<file path="src/rtl/i2c_banked_ram_controller.sv">
// Multi-bank data RAM for the I2C datapath. Each bank has its own write port,
// a registered read-first read port, and a sequential clear engine that fills
// the bank with CLEAR_VAL, with a busy/done handshake and an optional clear
// after reset.
`timescale 1ns/1ps
module i2c_banked_ram_controller #(
  parameter int unsigned DATA_W     = 8,
  parameter int unsigned ADDR_W     = 5,
  parameter int unsigned N_BANKS    = 2,
  parameter int unsigned CLEAR_VAL  = 32'h20,
  parameter bit          INIT_CLEAR = 1'b1
) (
  input  logic                        clk,
  input  logic                        rst_n,
  input  logic [N_BANKS-1:0]          wr_en,
  input  logic [N_BANKS*ADDR_W-1:0]   wr_addr,
  input  logic [N_BANKS*DATA_W-1:0]   wr_data,
  input  logic [N_BANKS*ADDR_W-1:0]   rd_addr,
  output logic [N_BANKS*DATA_W-1:0]   rd_data,
  input  logic [N_BANKS-1:0]          clr_req,
  output logic [N_BANKS-1:0]          clr_busy,
  output logic [N_BANKS-1:0]          clr_done,
  output logic [N_BANKS-1:0]          wr_drop
);

  localparam int unsigned       DEPTH      = 2 ** ADDR_W;
  localparam logic [DATA_W-1:0] CLEAR_WORD = DATA_W'(CLEAR_VAL);
  localparam logic [ADDR_W-1:0] LAST_ADDR  = ADDR_W'(DEPTH - 1);

  typedef enum logic [1:0] {IDLE, CLEAR, DONE} clrState_t;

  for (genvar gi = 0; gi < N_BANKS; gi++) begin : gBank
    logic [DATA_W-1:0] mem [DEPTH];
    logic [ADDR_W-1:0] wrAddr, rdAddr, cnt;
    logic [DATA_W-1:0] wrData, rdData;
    clrState_t         state;
    logic              initPending, busy, done, drop;
    logic              startReq;

    assign wrAddr   = wr_addr[gi*ADDR_W +: ADDR_W];
    assign rdAddr   = rd_addr[gi*ADDR_W +: ADDR_W];
    assign wrData   = wr_data[gi*DATA_W +: DATA_W];
    // The post-reset clear is just an extra request seen on the first edge.
    assign startReq = clr_req[gi] | initPending;

    // Storage write port: the clear engine owns the port while clearing,
    // so user writes in that window are simply not performed.
    always_ff @(posedge clk) begin
      if (state == CLEAR) begin
        mem[cnt] <= CLEAR_WORD;
      end else if (wr_en[gi]) begin
        mem[wrAddr] <= wrData;
      end
    end

    // Registered read port, read-first against a same-cycle write.
    always_ff @(posedge clk or negedge rst_n) begin
      if (!rst_n) begin
        rdData <= '0;
      end else begin
        rdData <= mem[rdAddr];
      end
    end

    // Clear sequencer: walks cnt over every address, restarts on a new
    // request, and flags user writes that collide with the sequence.
    always_ff @(posedge clk or negedge rst_n) begin
      if (!rst_n) begin
        state       <= IDLE;
        cnt         <= '0;
        busy        <= 1'b0;
        done        <= 1'b0;
        drop        <= 1'b0;
        initPending <= INIT_CLEAR;
      end else begin
        initPending <= 1'b0;
        case (state)
          IDLE, DONE: begin
            done <= 1'b0;
            if (startReq) begin
              state <= CLEAR;
              cnt   <= '0;
              busy  <= 1'b1;
              drop  <= 1'b0;
            end else begin
              state <= IDLE;
            end
          end
          CLEAR: begin
            // A collided write is reported even if a new request arrives.
            if (clr_req[gi]) drop <= 1'b0;
            if (wr_en[gi])   drop <= 1'b1;
            if (clr_req[gi]) begin
              cnt <= '0;
            end else if (cnt == LAST_ADDR) begin
              state <= DONE;
              cnt   <= '0;
              busy  <= 1'b0;
              done  <= 1'b1;
            end else begin
              cnt <= cnt + 1'b1;
            end
          end
          default: begin
            state <= IDLE;
            busy  <= 1'b0;
            done  <= 1'b0;
          end
        endcase
      end
    end

    assign rd_data[gi*DATA_W +: DATA_W] = rdData;
    assign clr_busy[gi] = busy;
    assign clr_done[gi] = done;
    assign wr_drop[gi]  = drop;
  end

endmodule
</file>
<file path="config.mk">
export PLATFORM = sky130hd
export DESIGN_NAME = i2c_banked_ram_controller
export DESIGN_NICKNAME = d
export VERILOG_FILES = /design/src/rtl/i2c_banked_ram_controller.sv
export SDC_FILE = /design/constraint.sdc
export NUM_CORES = 1
export LEC_CHECK = 0
export CAP_MARGIN = 20
export CORE_ASPECT_RATIO = 0.6
export CORE_MARGIN = 2
export CORE_UTILIZATION = 61
export DETAILED_ROUTE_END_ITERATION = 12
export GPL_TIMING_DRIVEN = 0
export PLACE_DENSITY_LB_ADDON = 0.3
export SLEW_MARGIN = 5
export SYNTH_ARGS = -nofsm -noshare
export SYNTH_HDL_FRONTEND = slang
export SYNTH_SLANG_ARGS = --single-unit
</file>
<file path="constraint.sdc">
create_clock -name clk -period 3.2 [get_ports clk]
set_input_delay 0.64 -clock clk [delete_from_list [all_inputs] [get_ports clk]]
set_output_delay 0.64 -clock clk [all_outputs]
set_load 0.005 [all_outputs]
</file>
==> out/results.tsv, run 1 <==
metric	value	unit
Worst Path Class, Setup	reg2reg	
IO Pins	64	
number of vias in the routed layout	11400	
Max clock buf depth	3	
Cell variety after synth	39	
average cell area after synthesis	22.2	um^2
Remaining Overflow, GRT	0	
GR Layer Usage met3	12.3	%
wire length of the first global-routing pass	74600	um
routing usage on met1	46.0	%
share of cells above drive strength 1	37.3	%
data arrival time of the critical path	3460	ps
Yosys reg bits	547	
number of enable-type register cells in the synthesized netlist	512	
Core Box Area	34900	um^2
nature of the critical path endpoint	flop	
number of maximum-capacitance constraint violations	0	
proportion of synthesized area in mux cells	18.0	%
count of port buffers added during placement	53	
Syn Std Cell Area	21500	um^2
die height	150	um
IR drop worst, VDD	0.436	mV
data required time of the worst path	3520	ps
final total negative setup slack	0	ps
chain of cells forming the critical path	nand2b_1 > clkbuf_2 > nand2_1 > mux2i_2 > clkbuf_2 > nor4_2 > buf_4	
dominant synthesized flop cell	sky130_fd_sc_hd__edfxtp_1	
GRT Total Usage	29.0	%
number of antenna violations at the first check in global routing	4	
Final Setup Violations	0	
Post-Syn Nets	1016	
Buffers & Inverters on Critical Path	3	
post-route setup slack	58.5	ps
Slew @ Worst Pin	1040	ps
area share of the largest cell type after synthesis	71.4	%
HPWL after detailed placement	34600	um
Core Util, Final	73.2	%
Seq/Total Area, Yosys	75.5	%
Cell Count, Final, Fillers Out	1662	
standard-cell row count	53	
most used routing layer	met1	
Max-slew headroom	31.0	%
root buffer selected by CTS	sky130_fd_sc_hd__clkbuf_16	
top cell type by total area after synthesis	sky130_fd_sc_hd__edfxtp_1	
via count of the first global-routing pass	11000	
final hold slack	510	ps
clock tree from TritonCTS	done	
number of synthesis warnings	0	
Post-Synthesis Cells	970	
unrepaired setup endpoints after global routing	true	
count of placed standard cells including taps	1561	
worst-path maximum fanout	10	
Hold Crit Class	reg2reg	
Antenna Cells	0	
CTS H-Tree Depth	2	
die width	247	um
final worst clock skew	27.4	ps
final critical path time including I/O delays and setup	3140	ps
instance area at placement	23600	um^2
DR WL/cell	31.4	um
cell type group with the largest total delay on the critical path	buffers and inverters	
pre-CTS WS	-740	ps
CP max stage delay	820	ps
Critical-path top delay cell	sky130_fd_sc_hd__mux2i_2	
proportion of synthesized flip-flops having asynchronous set or reset	6.40	%
number of buffers inserted during clock tree synthesis	47	
final wirelength	52300	um
max-slew violations	0	
RD Place Congestion	0.925	
Hold Fails Final Rpt	0	
detailed-route DRC error count	0	
summed area of non-filler cells in the final layout	25500	um^2
Pwr per Cell Area	562	nW/um^2
number of nets in the layout	1203	
fmax	318	MHz
Leak Pwr	8.98	nW
Area growth syn-to-layout	18.7	%
clock latency reported for the late side of the worst-skew pair	580	ps
final cycle utilization of the critical path	98.2	%
share of synthesized cell area in and, or, nand and nor gates	3.38	%
Vias/cell	6.84	
run status	complete, no violations	
1st-pass router iterations	5	
Clk pin slew, worst setup/hold paths	70	ps
global routing met2 resource utilization	37.9	%
combinational family with the most area after synthesis	multiplexers	
Compound-Gate Fraction of Synth Area	1.25	%
initial cell density of the core	61.7	%
total die area	36900	um^2
most area-consuming cells after synthesis	sky130_fd_sc_hd__edfxtp_1 71%, sky130_fd_sc_hd__mux4_2 17%, sky130_fd_sc_hd__dfrtp_1 4.0%	
post-layout power	14.3	mW
Initial DRC Count	1564	
critical path launch point type	flop	
adder and majority gate portion of the synthesized area	0.233	%
Post-Synth XOR/XNOR Area	0	%
pin count of the biggest net entering global routing	33	
number of inserted filler cells in the final layout	1944	
dominant cell type by count on the critical path	sky130_fd_sc_hd__clkbuf_2	
post-detailed-route count of antenna-violating nets	0	
CTS sink count	547	
-- report_power, final --
| group | total [mW] | switching, mW | internal (mW) | leakage [nW] |
|---|---|---|---|---|
| combinational | 0.794 | 0.439 | 0.354 | 2.51 |
| clock | 5.71 | 2.53 | 3.18 | 0.765 |
| sequential | 7.84 | 0.0363 | 7.81 | 5.71 |
-- cell type report --
cell class	instances	area, um^2	area share (%)
Sequential cell	547	16300	63.6
Multi-Input combinational cell	352	5540	21.7
Clock buffer	62	1290	5.06
Timing Repair Buffer	138	1280	5.00
Tap cell	467	584	2.29
Buffer	63	337	1.32
Clock inverter	25	235	0.921
Inverter	8	30.0	0.118
-- tightest hold or removal path, cell delays in order (launching register included) --
cell and delay (ps):
sky130_fd_sc_hd__dfrtp_1 350, sky130_fd_sc_hd__nand2_1 50, sky130_fd_sc_hd__o21ai_0 70
-- cell usage after synthesis, drive strengths merged, types with 2 or more instances --
library cell,number
o21ai,15
nor4,56
edfxtp,512
o31ai,3
inv,8
a21oi,4
dfrtp,34
a22o,5
nand3,5
clkbuf,27
o32a,6
or4b,2
mux4,160
nor2,7
nand2b,6
and2,3
and3,18
mux2i,4
mux2,20
a32oi,2
a21o,2
or3,2
buf,36
ha,4
nand2,9
nor2b,3
nor3,9
-- layout by cell type (no fill, tap or decap), types with 4 or more instances in the layout --
master	synthesis	final
sky130_fd_sc_hd__dfrtp_1	34	34
sky130_fd_sc_hd__clkdlybuf4s50_1	0	52
sky130_fd_sc_hd__nand2b_1	6	6
sky130_fd_sc_hd__clkbuf_1	26	26
sky130_fd_sc_hd__clkbuf_8	0	4
sky130_fd_sc_hd__a21oi_1	4	4
sky130_fd_sc_hd__clkinv_1	0	4
sky130_fd_sc_hd__a22o_1	5	5
sky130_fd_sc_hd__nor2_1	7	7
sky130_fd_sc_hd__buf_1	13	13
sky130_fd_sc_hd__buf_8	0	12
sky130_fd_sc_hd__clkinv_2	0	15
sky130_fd_sc_hd__nand3_1	5	5
sky130_fd_sc_hd__and3_1	18	17
sky130_fd_sc_hd__nor4_4	0	22
sky130_fd_sc_hd__bufinv_16	0	4
sky130_fd_sc_hd__mux4_2	160	160
sky130_fd_sc_hd__o32a_1	6	6
sky130_fd_sc_hd__buf_4	18	76
sky130_fd_sc_hd__o21ai_0	15	15
sky130_fd_sc_hd__clkbuf_2	1	11
sky130_fd_sc_hd__ha_1	4	4
sky130_fd_sc_hd__nand2_1	9	9
sky130_fd_sc_hd__inv_1	8	8
sky130_fd_sc_hd__mux2_2	20	20
sky130_fd_sc_hd__nor4_2	0	34
sky130_fd_sc_hd__clkbuf_16	0	50
sky130_fd_sc_hd__nor3_2	0	6
sky130_fd_sc_hd__edfxtp_1	512	512
sky130_fd_sc_hd__mux2i_2	0	4
sky130_fd_sc_hd__buf_2	3	15
-- what timing repair did --
| action | 4_1_cts | 5_1_grt |
|---|---|---|
| endpoints found under the setup margin | 78 | 249 |
| gates cloned | 0 | 0 |
| pin swaps | 0 | 8 |
| hold buffers | 1 | 0 |
| endpoints found under the hold margin | 8 | 0 |
| setup buffers | 0 | 6 |
| resized for setup | 6 | 60 |
-- registers in the layout, summed over array words and instances (netlist names) --
name and flops:
gBank.mem 512, gBank.rdData 16, gBank.cnt 10, gBank.state 4
gBank.busy 2, gBank.drop 2, gBank.initPending 1
-- layer usage --
| metal | vias up | wire (um) |
|---|---|---|
| met5 | - | 144 |
| met4 | 4 | 831 |
| met3 | 79 | 8320 |
| met2 | 823 | 22000 |
| met1 | 5921 | 20900 |
| li1 | 4545 | - |
-- worst paths after layout --
| check | from | to | slack, ps | cells past startpoint |
|---|---|---|---|---|
| worst max-delay path | gBank[0].state[1]$_DFFE_PN0P_ | gBank[0].mem[30][3]$_DFFE_PP_ | 60 | 7 |
| worst min-delay path | gBank[0].drop$_DFFE_PN0P_ | gBank[0].drop$_DFFE_PN0P_ | 510 | 2 |
| worst max register to register | gBank[0].state[1]$_DFFE_PN0P_ | gBank[0].mem[30][3]$_DFFE_PP_ | 60 | 7 |
| worst min register to register | gBank[0].drop$_DFFE_PN0P_ | gBank[0].drop$_DFFE_PN0P_ | 510 | 2 |
| max in group asynchronous | rst_n | gBank[1].initPending$_DFF_PN1_ | 2090 | 3 |
| min in group asynchronous | rst_n | gBank[0].rdData[6]$_DFF_PN0_ | 530 | 2 |
-- logic make-up (layout without fill, tap and decap cells) --
| kind of cell | Yosys count | after routing |
|---|---|---|
| compound gates | 39 | 39 |
| fa+ha+maj | 4 | 4 |
| buf+inv | 71 | 296 |
| flops | 547 | 547 |
| mux | 184 | 184 |
| other cells | 1 | 1 |
| simple gates | 124 | 124 |
No activity file was read; power rests on OpenSTA's default activity.
==> run 2, diff against run 1 <==
- SLEW_MARGIN: 5 -> unset
==> run 2 against run 1 <==
The run now ends with negative setup slack left; combinational power down 1%; final cell count down 0.54%; sequential cell count unchanged; largest cell class unchanged.
==> out/results.tsv, run 2 (synthesis results as in run 1) <==
metric	value	unit
CTS sink count	547	
number of cells traversed by the worst register-to-register path	6	
Vias/cell	6.88	
run status	finished, violations left	
nature of the critical path endpoint	flop	
Leak Pwr	8.96	nW
most frequent standard cell in the layout excluding fill and tap cells	sky130_fd_sc_hd__edfxtp_1	
fmax	301	MHz
GRT Total Usage	29.3	%
summed area of non-filler cells in the final layout	25500	um^2
share of cells above drive strength 1	36.6	%
final hold slack	505	ps
Area growth syn-to-layout	18.3	%
Max clock buf depth	3	
die height	150	um
RD Place Congestion	0.925	
critical path launch point type	flop	
final worst clock skew	31.2	ps
initial cell density of the core	61.7	%
Final Setup Violations	68	
Remaining Overflow, GRT	0	
reg-to-reg startpoint	gBank[0].state[1]$_DFFE_PN0P_	
Hold Crit Depth	2	
Core Util, Final	73.0	%
instance area at placement	23500	um^2
final wirelength	53800	um
Core Box Area	34900	um^2
number of buffers inserted during clock tree synthesis	48	
data arrival time of the critical path	3520	ps
DR WL/cell	32.6	um
post-layout power	14.5	mW
Reg2Reg Setup Slack	-120	ps
Clk pin slew, worst setup/hold paths	70	ps
worst-path maximum fanout	10	
hold path startpoint	gBank[0].drop$_DFFE_PN0P_	
Worst Path Class, Setup	reg2reg	
clock tree from TritonCTS	done	
highest-count cells in the layout ignoring fill and taps	512 x sky130_fd_sc_hd__edfxtp_1, 160 x sky130_fd_sc_hd__mux4_2, 66 x sky130_fd_sc_hd__buf_4	
number of flip-flops in the largest register	512	
standard-cell row count	53	
number of vias in the routed layout	11400	
Slew @ Worst Pin	1090	ps
Pwr per Cell Area	570	nW/um^2
total die area	36900	um^2
unrepaired setup endpoints after global routing	true	
Hold Fails Final Rpt	0	
number of nets in the layout	1190	
number of maximum-capacitance constraint violations	0	
HPWL after detailed placement	34300	um
data required time of the worst path	3400	ps
CTS H-Tree Depth	2	
Hold Crit Endpoint	gBank[0].drop$_DFFE_PN0P_	
Max-slew headroom	25.5	%
pre-CTS WS	-756	ps
count of port buffers added during placement	53	
Hold Crit Class	reg2reg	
die width	247	um
via count of the first global-routing pass	11000	
final cycle utilization of the critical path	104	%
post-detailed-route count of antenna-violating nets	0	
Crit Reg-Reg Endpoint	gBank[0].mem[25][3]$_DFFE_PP_	
IO Pins	64	
post-route setup slack	-117	ps
final critical path time including I/O delays and setup	3320	ps
final total negative setup slack	-3840	ps
wire length of the first global-routing pass	75300	um
Cell Count, Final, Fillers Out	1653	
1st-pass router iterations	5	
clock latency reported for the late side of the worst-skew pair	580	ps
IR drop worst, VDD	0.576	mV
max-slew violations	0	
Initial DRC Count	1465	
violations in the final reports	negative setup slack	
count of placed standard cells including taps	1548	
Largest regs	gBank.mem: 512 flops, gBank.rdData: 16 flops, gBank.cnt: 10 flops	
register with the highest flop count	gBank.mem	
pin count of the biggest net entering global routing	33	
number of antenna violations at the first check in global routing	7	
detailed-route DRC error count	0	
root buffer selected by CTS	sky130_fd_sc_hd__clkbuf_16	
==> run 2: routing by layer <==
metal  part of all wire, %  vias to the layer above  GRT usage [%]
met5                 0.024                        -              0
met4                   1.4                        2           4.97
met3                    16                       69           12.4
met2                    43                      851           39.4
met1                    40                     5943           46.0
li1                      -                     4507              -
==> run 2: power breakdown <==
part / switching, mW / internal [mW]
registers: 0.0361 / 7.80
logic: 0.432 / 0.352
clock network: 2.62 / 3.26
==> run 2: timing repair <==
action                                  CTS  global route
gates resized for setup                   9            35
endpoints found under the setup margin   88           337
setup buffers                             0             2
hold buffers                              1             0
pin swaps                                 0             2
hold endpoints to repair                  8             0
==> run 2: critical path, stage by stage, from the launching register on <==
cell	delay, ps
sky130_fd_sc_hd__dfrtp_1	420
sky130_fd_sc_hd__nand2b_1	160
sky130_fd_sc_hd__clkbuf_2	160
sky130_fd_sc_hd__nand2_1	330
sky130_fd_sc_hd__mux2_2	490
sky130_fd_sc_hd__clkbuf_1	410
sky130_fd_sc_hd__nor4_2	980
==> run 2: worst max-delay path by stage <==
stage                             startpoint                             to  slack [ps]  cells after the start
4_1_cts        gBank[0].state[1]$_DFFE_PN0P_  gBank[0].mem[26][1]$_DFFE_PP_         -90                      6
5_1_grt        gBank[0].state[0]$_DFFE_PN0P_  gBank[0].mem[27][7]$_DFFE_PP_        -250                      7
6_report       gBank[0].state[1]$_DFFE_PN0P_  gBank[0].mem[25][3]$_DFFE_PP_        -120                      6
3_3_place_gp                        wr_en[1]   gBank[1].mem[7][2]$_DFFE_PP_       -1080                      6
2_1_floorplan  gBank[0].state[1]$_DFFE_PN0P_  gBank[0].mem[16][0]$_DFFE_PP_         380                      6
3_5_place_dp                        wr_en[1]  gBank[1].mem[11][3]$_DFFE_PP_        -760                      6
==> run 2: cell type report <==
cell class | count | area [um^2]
flip-flops and latches | 547 | 16300
clock inverters | 36 | 319
well taps | 467 | 584
multi-input cells | 352 | 5440
inverters | 8 | 30.0
repair buffers | 124 | 1240
clock buffers | 53 | 1260
plain buffers | 63 | 333
diodes | 3 | 7.51
fillers | 1945 | 9420
==> run 3, diff against run 2 <==
- RECOVER_POWER: unset -> 100
- SLEW_MARGIN: unset -> 30
==> run 3 against run 2 <==
The flow finishes with violations (max-capacitance violations, max-slew violations); global-route usage up 0.34 points; count of clock-buffer cells in the layout is 10 higher; core utilization fell by 0.63 points; register-to-register slack improved by 180 ps; final cell count is the same; sequential power about the same; critical path depth grew 1; non-clock buffer count is 4 higher; power shrank 2.6%; clock skew is 14 ps lower; critical path type is now in2reg; critical endpoint is now gBank[1].mem[5][2]$_DFFE_PP_.
==> out/results.tsv, run 3 (synthesis results as in run 1) <==
metric	value	unit
CTS sink count	547	
Hold Fails Final Rpt	0	
Buffers & Inverters on Critical Path	4	
detailed-route DRC error count	0	
wire length of the first global-routing pass	76000	um
number of antenna violations at the first check in global routing	4	
Core Box Area	34900	um^2
register with the highest flop count	gBank.mem	
Leak Pwr	8.84	nW
Hold Crit Class	reg2reg	
count of port buffers added during placement	53	
post-route setup slack	66.1	ps
number of inserted filler cells in the final layout	1992	
IR drop worst, VDD	0.446	mV
DR WL/cell	33.1	um
data arrival time of the critical path	3410	ps
Largest regs	gBank.mem: 512 flops, gBank.rdData: 16 flops, gBank.cnt: 10 flops	
final worst clock skew	16.7	ps
standard-cell row count	53	
number of flip-flops in the largest register	512	
chain of cells forming the critical path	clkdlybuf4s50_1 > clkbuf_1 > nand2_1 > mux2_2 > buf_2 > nor4_4 > buf_2	
final critical path time including I/O delays and setup	3130	ps
number of buffers inserted during clock tree synthesis	47	
data required time of the worst path	3480	ps
1st-pass router iterations	4	
die width	247	um
GRT Total Usage	29.7	%
fmax	319	MHz
total die area	36900	um^2
pre-CTS WS	-673	ps
clock latency reported for the late side of the worst-skew pair	580	ps
Worst Path Class, Setup	in2reg	
Initial DRC Count	1669	
Core Util, Final	72.4	%
highest-count cells in the layout ignoring fill and taps	512 x sky130_fd_sc_hd__edfxtp_1, 160 x sky130_fd_sc_hd__mux4_2, 51 x sky130_fd_sc_hd__buf_2	
number of hold buffers added after cts	0	
IO Pins	64	
max-slew violations	69	
critical path launch point type	input pin	
via count of the first global-routing pass	11100	
run status	finished, violations left	
cell type group with the largest total delay on the critical path	buffers and inverters	
share of cells above drive strength 1	34.1	%
Clk pin slew, worst setup/hold paths	60	ps
violations in the final reports	max-capacitance violations, max-slew violations	
Final Setup Violations	0	
Area growth syn-to-layout	17.3	%
number of nets in the layout	1193	
pin count of the biggest net entering global routing	36	
most frequent standard cell in the layout excluding fill and tap cells	sky130_fd_sc_hd__edfxtp_1	
Max clock buf depth	3	
Critical-path top delay cell	sky130_fd_sc_hd__clkdlybuf4s50_1	
Pwr per Cell Area	559	nW/um^2
clock tree from TritonCTS	done	
worst-path maximum fanout	10	
Max-slew headroom	-63.5	%
Slew @ Worst Pin	2450	ps
RD Place Congestion	0.925	
final cycle utilization of the critical path	97.9	%
post-detailed-route count of antenna-violating nets	0	
CTS H-Tree Depth	2	
initial cell density of the core	61.7	%
final hold slack	502	ps
final wirelength	54800	um
dominant cell type by count on the critical path	sky130_fd_sc_hd__buf_2	
root buffer selected by CTS	sky130_fd_sc_hd__clkbuf_16	
die height	150	um
Vias/cell	6.98	
CP max stage delay	560	ps
number of maximum-capacitance constraint violations	2	
number of vias in the routed layout	11500	
nature of the critical path endpoint	flop	
HPWL after detailed placement	34600	um
Remaining Overflow, GRT	0	
## run 3: timing repair
item,4_1_cts,5_1_grt
endpoints found under the hold margin,0,0
pin swaps,0,5
endpoints found under the setup margin,111,327
gates resized for setup,9,70
setup buffers,0,9
## run 3: worst reg2reg max path, stage by stage (launching register included)
cell and delay [ps]:
sky130_fd_sc_hd__dfrtp_1 450, sky130_fd_sc_hd__and2b_1 310, sky130_fd_sc_hd__o21ai_0 440, sky130_fd_sc_hd__and2_1 200, sky130_fd_sc_hd__clkbuf_1 410, sky130_fd_sc_hd__buf_2 600
sky130_fd_sc_hd__nor4_2 100, sky130_fd_sc_hd__buf_2 220, sky130_fd_sc_hd__buf_2 170
## run 3: stage by stage
step           cell area (um^2)  TNS (ps)  cells  power (mW)
3_3_place_gp              22600   -378560   1490        8.68
2_1_floorplan             21500         0    970        8.40
5_1_grt                   25200      -308   1652        14.4
3_5_place_dp              23400   -127740   1557        8.73
6_report                  25200         0   1653        14.1
4_1_cts                   24900     -2230   1641        14.1
## run 3: worst paths after layout
path	slack (ps)	cells past startpoint	endpoint	from
worst min register to register	500	2	gBank[0].drop$_DFFE_PN0P_	gBank[0].drop$_DFFE_PN0P_
worst max register to register	70	8	gBank[1].mem[12][7]$_DFFE_PP_	gBank[1].state[1]$_DFFE_PN0P_
max in group asynchronous	980	1	gBank[1].rdData[1]$_DFF_PN0_	rst_n
worst min-delay path	500	2	gBank[0].drop$_DFFE_PN0P_	gBank[0].drop$_DFFE_PN0P_
worst max-delay path	70	7	gBank[1].mem[5][2]$_DFFE_PP_	wr_en[1]
min in group asynchronous	820	1	gBank[0].cnt[2]$_DFFE_PN0P_	rst_n
## run 3: power by group
group	internal, mW	switching, mW
registers	7.81	0.0361
clock network	2.96	2.53
logic	0.338	0.455
total	11.1	3.02
## run 3: final cells by class
cell class	instances	area [um^2]	area share, %
well taps	467	584	2.31
clock inverters	21	145	0.575
diodes	4	10.0	0.0397
clock buffers	63	1280	5.07
multi-input cells	352	5650	22.4
inverters	8	30.0	0.119
repair buffers	129	962	3.81
plain buffers	62	335	1.33
flip-flops and latches	547	16300	64.4
## run 3: layer usage
layer	track usage [%]	wire length, um	vias up
li1	-	-	4514
met1	44.6	21000	6040
met4	5.84	1010	2
met2	40.1	24100	898
met5	2.27	111	-
met3	14.0	8610	77
